`src/rtl/num_disp_pkg.sv`:
```
// Shared constants for the 8-digit seven-segment scan path.
// Segment patterns are active-low, bit order {dp,g,f,e,d,c,b,a}.
package num_disp_pkg;
  localparam int DIGITS = 8;
  localparam logic [7:0] SEG_OFF = 8'hFF;

  localparam int SEG_A  = 0;
  localparam int SEG_B  = 1;
  localparam int SEG_C  = 2;
  localparam int SEG_D  = 3;
  localparam int SEG_E  = 4;
  localparam int SEG_F  = 5;
  localparam int SEG_G  = 6;
  localparam int SEG_DP = 7;

  // gfedcba patterns, entry 15 first so SEG_LUT[n] is the glyph for hex digit n
  localparam logic [15:0][6:0] SEG_LUT = {
    7'h0E, 7'h06, 7'h21, 7'h46, 7'h03, 7'h08, 7'h10, 7'h00,
    7'h78, 7'h02, 7'h12, 7'h19, 7'h30, 7'h24, 7'h79, 7'h40
  };
endpackage

```
`src/rtl/hex_to_seg7.sv`:
```
// Combinational hex nibble to active-low gfedcba pattern.
module hex_to_seg7
  import num_disp_pkg::*;
(
  input  logic [3:0] nibble,
  output logic [6:0] seg7
);
  assign seg7 = SEG_LUT[nibble];
endmodule

```
`src/rtl/num_display_scan.sv`:
```
// Double-buffered 8-digit common-anode hex display scanner with per-slot blanking.
// Optional LEADING_ZERO_BLANK_EN suppresses leading zero digits (digit 0 always shown).
module num_display_scan
  import num_disp_pkg::*;
#(
  parameter int SCAN_DIV     = 25000,
  parameter int BLANK_CYCLES = 500
) (
  input  logic        clk,
  input  logic        rst,
  input  logic [31:0] number,
  input  logic        load,
  input  logic [7:0]  dp_mask,
  output logic [7:0]  an,
  output logic [7:0]  seg,
  output logic        frame_done
);
  localparam int CW = $clog2(SCAN_DIV);
  localparam int IW = $clog2(DIGITS);
  localparam logic [CW-1:0] CNT_LAST  = CW'(SCAN_DIV - 1);
  localparam logic [CW-1:0] BLANK_LIM = CW'(BLANK_CYCLES);

  logic [CW-1:0] cnt;
  logic [IW-1:0] idx;
  logic [39:0]   pending, shadow;

  logic       slot_end, frame_end;
  logic [3:0] nib;
  logic       dp_bit;
  logic [6:0] seg7;
  logic       in_blank, lz_blank;

  assign slot_end  = (cnt == CNT_LAST);
  assign frame_end = slot_end && (idx == IW'(DIGITS - 1));
  assign nib       = shadow[{idx, 2'b00} +: 4];
  assign dp_bit    = shadow[32 + int'(idx)];
  assign in_blank  = (cnt < BLANK_LIM);

`ifdef LEADING_ZERO_BLANK_EN
  // A digit is leading when it and everything to its left is zero and its dp is off
  assign lz_blank = (idx != '0) && ((shadow[31:0] >> {idx, 2'b00}) == 32'd0) && !dp_bit;
`else
  assign lz_blank = 1'b0;
`endif

  hex_to_seg7 u_hex (
    .nibble (nib),
    .seg7   (seg7)
  );

  always_ff @(posedge clk or posedge rst) begin
    if (rst) begin
      cnt        <= '0;
      idx        <= '0;
      pending    <= '0;
      shadow     <= '0;
      an         <= SEG_OFF;
      seg        <= SEG_OFF;
      frame_done <= 1'b0;
    end else begin
      cnt <= slot_end ? '0 : cnt + 1'b1;
      if (slot_end) idx <= idx + 1'b1;
      if (load) pending <= {dp_mask, number};
      // Commit only at the frame wrap; a coincident load bypasses the pending buffer
      if (frame_end) shadow <= load ? {dp_mask, number} : pending;
      frame_done <= frame_end;
      if (in_blank || lz_blank) begin
        an  <= SEG_OFF;
        seg <= SEG_OFF;
      end else begin
        an  <= ~(8'b1 << idx);
        seg <= {~dp_bit, seg7};
      end
    end
  end
endmodule

```
`config.mk`:
```
export PLATFORM = sky130hd
export DESIGN_NAME = num_display_scan
export DESIGN_NICKNAME = d
export VERILOG_FILES = /design/src/rtl/num_disp_pkg.sv /design/src/rtl/hex_to_seg7.sv /design/src/rtl/num_display_scan.sv
export SDC_FILE = /design/constraint.sdc
export NUM_CORES = 1
export LEC_CHECK = 0
export ABC_AREA = 1
export BUFFER_PORTS_ARGS = -buffer_cell sky130_fd_sc_hd__buf_2
export CAP_MARGIN = 20
export CORE_UTILIZATION = 52
export CTS_CLUSTER_DIAMETER = 60
export DETAILED_ROUTE_END_ITERATION = 6
export PLACE_DENSITY = 0.76
export REMOVE_ABC_BUFFERS = 1
export SLEW_MARGIN = 20
export SYNTH_ARGS = -nofsm -noshare
export SYNTH_HDL_FRONTEND = slang
export SYNTH_SLANG_ARGS = --single-unit
export TNS_END_PERCENT = 20
```
`constraint.sdc`:
```
create_clock -name clk -period 3.4 [get_ports clk]
set_input_delay 0.34 -clock clk [delete_from_list [all_inputs] [get_ports clk]]
set_output_delay 0.34 -clock clk [all_outputs]
set_load 0.02 [all_outputs]
```
==> results.md <==
* Maximum clock rate at 405 MHz
* Status: finished, final reports clean
* Tightest slew margin relative to the limit at 41.6%
* Avg Inst Size Synth at 9.52 um^2
* WHS Endpoint: pending[25]
* Reg-to-reg slack, setup at 0.93 ns
* Ratio of cells with drive above 1 in the final layout at 25.6%
* Hold Crit Depth at 2
* Worst EP arrival at roughly 2.9 ns
* IO Port Bufs at 59
* First-pass GRT wire length at around 19 mm
* Final worst-path cycle share at just over 70%
* RSZ-0062 raised after global routing: no
* Chip height at 102 um
* Reg2reg start: idx[0]
* Vias in the first global route at 4006
* CTS-repair resized insts at 0
* Hold Crit Start: number[25]
* Avg WL per Cell at roughly 14 um
* Initial detailed-routing violation count at roughly 240
* Max H-tree Level at 4
* Post-route setup TNS at 0 ns
* Commonest non-fill, non-tap cell in the layout: nand2_1
* Post-synthesis cell count at 548
* Detailed-placement wirelength estimate at about 7 mm
* Mapped cell area at roughly 5200 um^2
* FF+latch area at 2900 um^2
* CTS Root Cell: clkbuf_8
* Largest cells by area after synthesis: dfrtp_1 48%, nand2_1 9.6%, mux2_2 8.6%
* First-pass DRT Iterations at 5
* Most frequent cells in the layout: 134 x nand2_1, 99 x dfrtp_1, 62 x inv_1, 59 x buf_2, 52 x o21ai_0
* Measured slew at the worst slew-check pin at slightly below 0.9 ns
* Rows at 36
* Die area at 10400 um^2
* Top FF cell, synth: dfrtp_1
* Die W at about 100 um
* Final Setup Violations at 0
* Total Wirelength at about 11 mm
* FILL cells at 785
* Pwr/cell area at ~570 nW/um^2
* Synth area leader: dfrtp_1
* Seq/Total Area, Yosys at 55.6%
* DR vias/cell at 5.29
* Worst Reg2Reg Path Length in Cells at 11
* Distinct cell type count after synthesis at 27
* Multi-input gate area at 1950 um^2
* Maximum clock path buffer count at 2
* Share of the synthesized area in the top cell type at 47.5%
* Pre-CTS WS at 0.955 ns
* Antenna violations before repair at 0
* Core ar. at 9730 um^2
* Type of origin of the critical path: flip-flop
* Num ports at 60
* Hold Fails Final Rpt at 0
* Net count reported at finish at 665
* Crit path kind: flip-flop to flip-flop
* Worst R2R End: seg[3]
* Maximum vdd drop at 0.000341 V
* Yosys reg bits at 115
* Final Worst Setup Slack at 0.931 ns
* CTS buffer count at 17
* Number of remaining DRC errors at 0
* Setup crit start: idx[0]
* Max-Cap Viols at 0
* Crit end category: flip-flop
* Critical path data required time at 3.83 ns
* Ys async rst share at 100%
* GRT Residual Overflow at 0
* ANT cells at 0
* Fin. max-slew vios at 0
* Clk Latency, worst-skew pair at 0.52 ns
* Clock sinks at 115
* Final Skew at 0.00979 ns
* Gr usage total at 23.4%
* Area grow syn2layout at 20.2%
* Initial core utilization at 53.6%
* Via count at 3991
* Min-Delay Path Class: input port to flip-flop
* Number of flops mapped to enable cells by yosys at 0
* Antenna Nets Post-Route at 0
* Maximum fanout along the worst path at 25
* Yosys synthesis warning count at 0
* RePlAce Congestion at a little over 0.9
* Leakage at slightly below 3 nW
* Largest net degree at the start of global routing at 67
* CTS tree: built
* Tmin final at 2.47 ns
* CTS clk-pin slew, worst paths at ~0.06 ns
==> state kept, by name, summed over array words and instances, names as in the netlist <==
register,flops
an,8
cnt,15
frame_done,1
idx,3
pending,40
seg,8
shadow,40
==> power breakdown <==
| part | leakage (nW) | internal (W) | switching (W) |
|---|---|---|---|
| Clock | 0.319 | 0.00135 | 0.000646 |
| Sequential | 1.24 | 0.00142 | 0.0000117 |
| Combinational | 1.33 | 0.0000632 | 0.0000671 |
==> through the flow <==
step / util [%] / cells / area [um^2] / hold slack (ns) / power, W
2_1_floorplan: - / 527 / 5090 / 0.425 / 0.00153
3_3_place_gp: 57.5 / 722 / 5590 / 0.442 / 0.00158
3_5_place_dp: 57.5 / 722 / 5590 / 0.453 / 0.00158
4_1_cts: 64.4 / 755 / 6270 / 0.0604 / 0.00357
5_1_grt: 64.4 / 755 / 6270 / 0.0677 / 0.00365
6_report: 64.4 / 755 / 6270 / 0.0717 / 0.00355
==> worst max-delay path by stage <==
stage,endpoint,slack [ns],cells after the start
final,seg[3],0.93,11
after global routing,seg[3],0.67,11
after CTS,seg[3],0.93,11
after detailed placement,seg[3],0.95,11
after global placement,seg[5],1.09,11
after floorplan,cnt[0],0.04,1
==> metal layers <==
| layer | share of wire, % | GRT usage [%] | up-vias |
|---|---|---|---|
| met4 | 2.5 | 11.0 | 0 |
| met3 | 4.6 | 5.20 | 27 |
| met2 | 49 | 39.0 | 123 |
| met5 | 0 | 0 | - |
| li1 | - | - | 1885 |
| met1 | 44 | 29.0 | 1956 |
==> repair_timing <==
action,CTS,global route
endpoints found under the setup margin,0,0
buffers inserted,0,0
hold buffers,1,0
hold endpoints to repair,41,0
==> final cells by class <==
cell class              count  area share [%]
inverters                  65            3.93
well taps                 133            2.65
multi-input cells         347            31.1
clock inverters            15            4.03
clock buffers              17            6.61
flip-flops and latches    115            46.2
repair buffers             63            5.43
==> kinds of logic after synthesis <==
| family | synth area share, % |
|---|---|
| buf+inv | 7.03 |
| compound gates | 5.85 |
| flops | 55.6 |
| fa+ha+maj | 3.12 |
| mux | 8.64 |
| xor+xnor | 1.18 |
| simple gates | 18.6 |
==> cell usage after synthesis, types with 3 or more instances <==
cell type,count
a21oi_1,5
buf_2,13
buf_4,3
dfrtp_1,99
dfstp_2,16
ha_1,13
inv_1,63
mux2_2,40
nand2_1,134
nand2_2,3
nand3_1,50
nand4_1,5
nor2_1,23
nor3_1,6
o21ai_0,52
xor2_1,7
==> worst max-delay path, cell delays in order, from the launching register on <==
cell and delay [ns]:
dfrtp_1 0.62, inv_2 0.42, nand2_1 0.09, nand3_1 0.09, nand2_1 0.07, o21ai_1 0.37
inv_1 0.15, ha_1 0.25, nand3_1 0.13, nand2_1 0.07, nand2_1 0.06, nand3_1 0.07
Power figures use the tool's default switching activity.
